$ cat src/rtl/multicycle_ctrl24.sv
// -----------------------------------------------------------------------------
// multicycle_ctrl24
//   Control unit for a small multi-cycle 24-bit core. Holds the instruction
//   register and sequences FETCH -> DECODE -> EXEC -> (MEM) -> (WB) -> FETCH,
//   driving ALU, register-file, data-memory and PC control strobes.
//
//   Optional feature macro: ILLEGAL_TRAP_EN
//     defined   : opcodes 8..E stop the core (HALT) with illegal=1
//     undefined : opcodes 8..E execute as a NOP and illegal is tied to 0
//
// Ports
//   clk, rst            clock, asynchronous active-high reset
//   instr_valid, instr  instruction word offered by instruction memory
//   instr_ready         word on instr is accepted this cycle (FETCH)
//   alu_z               ALU zero flag, used by BEQZ
//   mem_ack             data memory finished the current request
//   alu_op, alu_src_imm ALU operation and operand-B select
//   imm_out, br_offset  zero-extended imm8 / sign-extended imm8
//   rd/rs/rt_addr       register-file addresses taken from IR
//   reg_we, wb_sel_mem  register write strobe and write-data source
//   mem_req, mem_we     data-memory request and write qualifier
//   pc_en, pc_branch    PC advance and branch select
//   halted, illegal     core stopped / stopped on an illegal opcode
// -----------------------------------------------------------------------------
module multicycle_ctrl24 (
    input  logic        clk,
    input  logic        rst,
    input  logic        instr_valid,
    input  logic [23:0] instr,
    output logic        instr_ready,
    input  logic        alu_z,
    input  logic        mem_ack,
    output logic [2:0]  alu_op,
    output logic        alu_src_imm,
    output logic [23:0] imm_out,
    output logic [23:0] br_offset,
    output logic [3:0]  rd_addr,
    output logic [3:0]  rs_addr,
    output logic [3:0]  rt_addr,
    output logic        reg_we,
    output logic        wb_sel_mem,
    output logic        mem_req,
    output logic        mem_we,
    output logic        pc_en,
    output logic        pc_branch,
    output logic        halted,
    output logic        illegal
);

    typedef enum logic [2:0] {
        S_FETCH  = 3'd0,
        S_DECODE = 3'd1,
        S_EXEC   = 3'd2,
        S_MEM    = 3'd3,
        S_WB     = 3'd4,
        S_HALT   = 3'd5
    } state_e;

    typedef enum logic [3:0] {
        OP_ADD   = 4'h0,
        OP_MUL   = 4'h1,
        OP_LI    = 4'h2,
        OP_LOAD  = 4'h3,
        OP_STORE = 4'h4,
        OP_ORI   = 4'h5,
        OP_LUI   = 4'h6,
        OP_BEQZ  = 4'h7,
        OP_HALT  = 4'hF
    } op_e;

    localparam logic [2:0] ALU_ADD   = 3'b000;
    localparam logic [2:0] ALU_MUL   = 3'b001;
    localparam logic [2:0] ALU_PASSB = 3'b010;
    localparam logic [2:0] ALU_ADDR  = 3'b011;
    localparam logic [2:0] ALU_OR    = 3'b100;
    localparam logic [2:0] ALU_SHL8  = 3'b101;

    state_e      state_q, state_d;
    logic [23:0] ir_q, ir_d;

    logic [3:0]  opcode;
    logic        op_illegal;

    assign opcode = ir_q[23:20];
    // 8..E: top bit set but not the all-ones HALT encoding
    assign op_illegal = ir_q[23] && (ir_q[23:20] != 4'hF);

    // ---------------------------------------------------------------- state
    always_ff @(posedge clk or posedge rst) begin
        if (rst) begin
            state_q <= S_FETCH;
            ir_q    <= '0;
        end else begin
            state_q <= state_d;
            ir_q    <= ir_d;
        end
    end

    // ----------------------------------------------------------- next state
    always_comb begin
        state_d = state_q;
        ir_d    = ir_q;
        case (state_q)
            S_FETCH: begin
                if (instr_valid) begin
                    ir_d    = instr;
                    state_d = S_DECODE;
                end
            end
            S_DECODE: begin
                if (opcode == OP_HALT) begin
                    state_d = S_HALT;
                end else if (op_illegal) begin
`ifdef ILLEGAL_TRAP_EN
                    state_d = S_HALT;
`else
                    state_d = S_FETCH;
`endif
                end else begin
                    state_d = S_EXEC;
                end
            end
            S_EXEC: begin
                case (opcode)
                    OP_LOAD, OP_STORE: state_d = S_MEM;
                    OP_BEQZ:           state_d = S_FETCH;
                    default:           state_d = S_WB;
                endcase
            end
            S_MEM: begin
                if (mem_ack) begin
                    state_d = (opcode == OP_LOAD) ? S_WB : S_FETCH;
                end
            end
            S_WB:    state_d = S_FETCH;
            S_HALT:  state_d = S_HALT;
            default: state_d = S_FETCH;
        endcase
    end

    // -------------------------------------------------------------- outputs
    // Field outputs follow IR in every state; rt is zeroed only for BEQZ in
    // EXEC so operand B reads R0 and alu_z reflects R[rs] == 0.
    assign rd_addr   = ir_q[19:16];
    assign rs_addr   = ir_q[15:12];
    assign rt_addr   = (state_q == S_EXEC && opcode == OP_BEQZ) ? 4'd0 : ir_q[11:8];
    assign imm_out   = {16'd0, ir_q[7:0]};
    assign br_offset = {{16{ir_q[7]}}, ir_q[7:0]};

    always_comb begin
        instr_ready = 1'b0;
        alu_op      = ALU_ADD;
        alu_src_imm = 1'b0;
        reg_we      = 1'b0;
        wb_sel_mem  = 1'b0;
        mem_req     = 1'b0;
        mem_we      = 1'b0;
        pc_en       = 1'b0;
        pc_branch   = 1'b0;
        halted      = 1'b0;
        case (state_q)
            S_FETCH: instr_ready = 1'b1;
            S_DECODE: begin
`ifndef ILLEGAL_TRAP_EN
                // illegal opcode retires here as a NOP
                pc_en = op_illegal;
`endif
            end
            S_EXEC: begin
                case (opcode)
                    OP_ADD:   alu_op = ALU_ADD;
                    OP_MUL:   alu_op = ALU_MUL;
                    OP_LI:    begin alu_op = ALU_PASSB; alu_src_imm = 1'b1; end
                    OP_LOAD,
                    OP_STORE: begin alu_op = ALU_ADDR;  alu_src_imm = 1'b1; end
                    OP_ORI:   begin alu_op = ALU_OR;    alu_src_imm = 1'b1; end
                    OP_LUI:   begin alu_op = ALU_SHL8;  alu_src_imm = 1'b1; end
                    OP_BEQZ:  begin
                        alu_op    = ALU_ADD;
                        pc_en     = 1'b1;
                        pc_branch = alu_z;
                    end
                    default:  alu_op = ALU_ADD;
                endcase
            end
            S_MEM: begin
                mem_req = 1'b1;
                mem_we  = (opcode == OP_STORE);
                // a store retires in the cycle its ack arrives
                pc_en   = (opcode == OP_STORE) && mem_ack;
            end
            S_WB: begin
                reg_we     = 1'b1;
                wb_sel_mem = (opcode == OP_LOAD);
                pc_en      = 1'b1;
            end
            S_HALT:  halted = 1'b1;
            default: ;
        endcase
    end

`ifdef ILLEGAL_TRAP_EN
    assign illegal = (state_q == S_HALT) && op_illegal;
`else
    assign illegal = 1'b0;
`endif

endmodule
$ cat config.mk
export PLATFORM = sky130hd
export DESIGN_NAME = multicycle_ctrl24
export DESIGN_NICKNAME = d
export VERILOG_FILES = /design/src/rtl/multicycle_ctrl24.sv
export SDC_FILE = /design/constraint.sdc
export NUM_CORES = 1
export LEC_CHECK = 0
export BUFFER_PORTS_ARGS = -buffer_cell sky130_fd_sc_hd__buf_2
export CORE_MARGIN = 4
export CORE_UTILIZATION = 35
export DETAILED_ROUTE_END_ITERATION = 10
export PLACE_DENSITY = 0.73
export SYNTH_ARGS = -nofsm -noshare
export SYNTH_HDL_FRONTEND = slang
export SYNTH_SLANG_ARGS = --single-unit
export TNS_END_PERCENT = 30
$ cat constraint.sdc
create_clock -name clk -period 2.11 [get_ports clk]
set_input_delay 0.1055 -clock clk [delete_from_list [all_inputs] [get_ports clk]]
set_output_delay 0.1055 -clock clk [all_outputs]
set_load 0.1 [all_outputs]
==> results.sh, run 1 <==
export IMPL_outcome="complete, no violations"
export IMPL_hold_ws_ns=0.04568
export IMPL_max_slew_margin=0.4955
export IMPL_arrival_ns=1.89
export IMPL_clkLatencyLatePin_ns=0.27
export IMPL_yosys_area_top_type="dfrtp_1"
export IMPL_fin_skew_ns=0.004451
export IMPL_crit_fanout=8
export IMPL_final_cell_mix="buf_2, dfrtp_1, conb_1, mux2_4"
export IMPL_dp_hpwl_um=2824
export IMPL_path_clk_slew_ns=0.09
export IMPL_nets=245
export IMPL_fp_row_count=26
export IMPL_setup_viol=0
export IMPL_cpLargestDelayFamily="simple AND/OR/NAND/NOR gates"
export IMPL_rsz0062_at_grt="no"
export IMPL_whs_path_depth=2
export IMPL_end_kind="output pin"
export IMPL_coreArea_um2=5075
export IMPL_drt_initial_drc_count=57
export IMPL_place_area_um2=2100
export IMPL_synth_top_area_frac=0.3706
export IMPL_crit_path_cell_trace="or4b_4, nor2_4, nor2b_1, buf_2"
export IMPL_dieArea_um2=6427
export IMPL_fin_crit_sh=0.9449
export IMPL_worstMarginPinSlew_ns=0.7560
export IMPL_maxCapViolCount=0
export IMPL_layout_commonest_cell="buf_2"
export IMPL_worst_path_buf_inv=1
export IMPL_hold_viol_final=0
export IMPL_rr_startpoint="state_q[0]$_DFFE_PP0P_"
export IMPL_r2r_slack_ns=0.48
export IMPL_post_drt_wl_per_cell_um=12.82
export IMPL_grt_max_degree=27
export IMPL_die_width_um=80.17
export IMPL_ys_types=38
export IMPL_design_area_um2=2176
export IMPL_worstHoldStart="instr[2]"
export IMPL_grt_pass1_wl_um=5658
export IMPL_antenna_found_initial=0
export IMPL_synth_seq_cells=27
export IMPL_max_freq_mhz=501.6
export IMPL_wl_um=3654
export IMPL_grtUsageTotal=0.1111
export IMPL_clock_sinks=27
export IMPL_grt_pass1_vias=1183
export IMPL_root_buffer="clkbuf_8"
export IMPL_synth_main_ff_cell="dfrtp_1"
export IMPL_syn2layout_area_growth_pct=19.36
export IMPL_syn_inst=170
export IMPL_max_stage_delay_ns=0.56
export IMPL_ant_nets=0
export IMPL_async_flop_share=1.000
export IMPL_io_pins=102
export IMPL_htreeDepth=1
export IMPL_via_count=1226
export IMPL_tns_ns=0
export IMPL_ys_warn_count=0
export IMPL_crit_type="reg2out"
export IMPL_drt_first_pass_iters=4
export IMPL_synthTopCellsByArea="dfrtp_1, buf_4, mux2_4"
export IMPL_worstPathRequired_ns=2.00
export IMPL_final_util=0.4287
export IMPL_holdCritPathClass="in2reg"
export IMPL_syn_avg_cell_area_um2=10.72
export IMPL_numCtsBuffers=3
export IMPL_cts_tree="done"
export IMPL_n_antenna_cell=0
export IMPL_synth_edf_count=0
export IMPL_drive_gt1_frac=0.5907
export IMPL_reg2reg_depth=4
export IMPL_grt_overflow_total=0
export IMPL_yosysSeqAreaShare=0.3706
export IMPL_vias_per_cell=4.302
export IMPL_clk_path_buf_depth=2
export IMPL_r2r_end="ir_q[18]$_DFFE_PP0P_"
export IMPL_start_kind="register"
export IMPL_remaining_drc_errors=0
export IMPL_slew_viol_final=0
export IMPL_synth_area_um2=1823
export IMPL_min_period_ns=1.994
export IMPL_fp_dieH_um=80.17
export IMPL_globalplace_congestion=0.8847
export IMPL_critPathSlowestCell="or4b_4"
export IMPL_port_buffers=84
export IMPL_initial_core_util=0.3592
export IMPL_min_to="ir_q[2]$_DFFE_PP0P_"
[routing by layer]
metal / share of wire / track usage / routed length [um] / up-vias
li1: - / - / - / 586
met1: 0.40 / 0.1313 / 1467 / 585
met2: 0.51 / 0.2036 / 1860 / 53
met3: 0.086 / 0.03027 / 313 / 2
met4: 0.0033 / 0.01520 / 12 / 0
met5: 0 / 0 / 0 / -
[worst max path at each step]
stage,startpoint,end,slack [ns],cells after the start
CTS,ir_q[22]$_DFFE_PP0P_,mem_we,0.01,3
finish,ir_q[23]$_DFFE_PP0P_,rt_addr[2],0.12,4
detailed placement,ir_q[23]$_DFFE_PP0P_,pc_branch,0.31,4
global placement,ir_q[23]$_DFFE_PP0P_,pc_branch,0.34,4
global route,ir_q[23]$_DFFE_PP0P_,alu_op[2],0.01,4
floorplan,state_q[0]$_DFFE_PP0P_,wb_sel_mem,-0.65,3
[through the flow]
step / cells / worst slack (ns)
2_1_floorplan: 186 / -0.6535
3_3_place_gp: 280 / 0.3449
3_5_place_dp: 280 / 0.3070
4_1_cts: 285 / 0.01316
5_1_grt: 285 / 0.01460
6_report: 285 / 0.1163
[logic make-up (layout without fill, tap and decap cells)]
family,Yosys count,after routing,synth area share
compound gates,12,12,0.04805
xor+xnor,2,2,0.009611
buf+inv,71,100,0.2821
flops,27,27,0.3706
mux,23,23,0.1627
other cells,1,17,0.002057
simple gates,34,34,0.1249
[synthesized netlist by cell type, types with 2 or more instances]
library cell  number
nand2_1            4
buf_4             57
dfrtp_1           27
mux2_1             7
nor3_1             3
inv_1              5
o21ai_0            2
nand3b_1           2
nor2_1             6
nor4b_1            2
a21oi_1            2
mux2_2             6
buf_6              4
nor2b_1            5
and2_1             2
mux2_4            10
buf_2              3
clkbuf_1           2
and3b_2            2
[flip-flops by register name, summed over array words and instances (netlist names)]
| signal | cells |
|---|---|
| ir_q | 24 |
| state_q | 3 |
[timing repair]
item,CTS,global route
pin swaps,1,1
resized for setup,2,5
setup buffers,0,0
endpoints found under the hold margin,19,0
endpoints found under the setup margin,1,3
hold buffers,1,0
[final cells by class]
cell class	count	area (um^2)
Fill cell	489	2899
Multi-Input combinational cell	88	762.0
Sequential cell	27	680.7
Timing Repair Buffer	91	578.1
Tap cell	70	87.58
Clock buffer	3	41.29
Inverter	5	18.77
Clock inverter	1	7.507
Power of run 1 is left out: the tool's default activity adds up to more than one toggle a clock period on the data nets, which glitch-free logic cannot reach.
==> run 2: changes to the inputs <==
==> constraint.sdc (replaced) <==
create_clock -name clk -period 2.11 [get_ports clk]
set_input_delay 0.3165 -clock clk [delete_from_list [all_inputs] [get_ports clk]]
set_output_delay 0.3165 -clock clk [all_outputs]
set_load 0.1 [all_outputs]
==> run 2 against run 1 <==
  * The run now ends with negative setup slack left
  * Global-route usage rose by 0.77 points
  * Non-clock buffer count rose by 4
  * Maximum frequency fell by 5.7%
  * Worst hold slack improved by 0.059 ns
  * Sequential share of layout area fell by 1.4 points
  * Setup slack got worse by 0.12 ns
  * Highest routed layer unchanged
  * First-iteration DRC count fell by 51%
  * Routed wire length rose by 1.5%
  * Critical path depth rose by 1
  * Via count fell by 0.24%
  * Critical endpoint is now pc_en
==> results.sh, run 2 (synthesized netlist as in run 1, its figures left out) <==
export IMPL_outcome="finished, violations left"
export IMPL_violations="negative setup slack"
export IMPL_fp_dieH_um=80.17
export IMPL_cts_tree="done"
export IMPL_crit_type="reg2out"
export IMPL_use_met3=0.03363
export IMPL_holdCritPathClass="in2async"
export IMPL_drt_first_pass_iters=4
export IMPL_globalplace_congestion=0.7875
export IMPL_grt_pass1_wl_um=5989
export IMPL_vias_per_cell=4.232
export IMPL_htreeDepth=1
export IMPL_antenna_found_initial=0
export IMPL_port_buffers=84
export IMPL_die_width_um=80.17
export IMPL_arrival_ns=1.80
export IMPL_crit_fanout=5
export IMPL_reg2reg_depth=4
export IMPL_ant_nets=0
export IMPL_post_drt_wl_per_cell_um=12.84
export IMPL_clkLatencyLatePin_ns=0.27
export IMPL_setup_slack_ns=-0.004425
export IMPL_syn2layout_area_growth_pct=24.30
export IMPL_path_clk_slew_ns=0.10
export IMPL_dp_hpwl_um=2925
export IMPL_layout_commonest_cell="buf_2"
export IMPL_gr_usage_met2=0.2177
export IMPL_drt_initial_drc_count=28
export IMPL_fin_skew_ns=0.003264
export IMPL_fin_crit_sh=1.002
export IMPL_io_pins=102
export IMPL_multiInputGateArea_um2=790.8
export IMPL_grt_pass1_vias=1194
export IMPL_via_count=1223
export IMPL_root_buffer="clkbuf_8"
export IMPL_numCtsBuffers=3
export IMPL_slew_viol_final=0
export IMPL_busiest_layer="met2"
export IMPL_setup_viol=1
export IMPL_start_kind="register"
export IMPL_final_cell_mix="buf_2, dfrtp_1, conb_1, mux2_4, buf_4"
export IMPL_max_freq_mhz=472.9
export IMPL_design_area_um2=2266
export IMPL_n_antenna_cell=0
export IMPL_end_kind="output pin"
export IMPL_worstPathRequired_ns=1.79
export IMPL_remaining_drc_errors=0
export IMPL_dieArea_um2=6427
export IMPL_regMostFlops="ir_q"
export IMPL_final_util=0.4465
export IMPL_clock_sinks=27
export IMPL_r2r_slack_ns=0.45
export IMPL_tns_ns=-0.004425
export IMPL_wl_um=3710
export IMPL_hold_ws_ns=0.1050
export IMPL_drive_gt1_frac=0.6119
export IMPL_nets=249
export IMPL_place_area_um2=2140
export IMPL_rsz0062_at_grt="yes"
export IMPL_min_period_ns=2.114
export IMPL_post_cts_hold_buffer_count=0
export IMPL_maxCapViolCount=0
export IMPL_reg_top3="ir_q x24, state_q x3"
export IMPL_register_area_um2=676.9
export IMPL_clk_path_buf_depth=2
export IMPL_grt_overflow_total=0
export IMPL_initial_core_util=0.3592
export IMPL_use_met1=0.1359
export IMPL_fp_row_count=26
export IMPL_fillCellCount=515
export IMPL_grtUsageTotal=0.1188
export IMPL_coreArea_um2=5075
export IMPL_hold_viol_final=0
export IMPL_grt_max_degree=28
export IMPL_largest_reg_flops=24
-- run 2: cell types whose count changed in the layout (fill, tap and decap cells not counted) --
cell           previous run  this run
and3_1                    1         0
buf_2                    78        72
nor3b_2                   0         1
nor2_4                    1         4
buf_4                     5         9
nor3b_1                   1         0
dlygate4sd3_1             1         0
and3_2                    0         1
clkbuf_4                  0         1
buf_6                     0         6
dfrtp_2                   4         1
nor2_1                    6         3
dfrtp_1                  23        26
-- run 2: worst paths after layout --
path                                              to              startpoint
worst max-delay path                           pc_en  state_q[1]$_DFFE_PP0P_
worst min-delay path             ir_q[2]$_DFFE_PP0P_                     rst
worst max register to register  ir_q[17]$_DFFE_PP0P_  state_q[1]$_DFFE_PP0P_
worst min register to register   ir_q[0]$_DFFE_PP0P_     ir_q[0]$_DFFE_PP0P_
max in group asynchronous       ir_q[21]$_DFFE_PP0P_                     rst
min in group clk                 ir_q[0]$_DFFE_PP0P_                instr[0]
-- run 2: metal layers --
layer / wire (um) / part of all wire
met3: 274 / 0.074
met4: 27 / 0.0073
met2: 1922 / 0.52
met5: 0 / 0
met1: 1487 / 0.40
-- run 2: critical path, cell delays in order (launching register included) --
cell	delay, ns
dfrtp_1	0.45
buf_6	0.15
and3b_2	0.22
and2_4	0.16
a221o_4	0.37
buf_12	0.17
-- run 2: layout make-up --
cell class,count,share of cell area
clock buffer,3,0.01822
clock inverter,1,0.003313
inverter,5,0.008283
multi-input combinational,88,0.3490
sequential,27,0.2987
tap,70,0.03865
timing repair buffer,95,0.2838
-- run 2: stage by stage --
step                      cells  setup slack [ns]
final                       289         -0.004425
after global routing        289          -0.07402
after CTS                   289          -0.02823
after detailed placement    285            0.2385
after global placement      285            0.2713
after floorplan             186           -0.8022
-- run 2: timing repair --
item / 4_1_cts / 5_1_grt
gates resized for setup: 10 / 13
cloned: 0 / 0
pin swaps: 3 / 4
setup endpoints to repair: 10 / 11
setup buffers: 0 / 0
Power of run 2 is left out for the same reason.
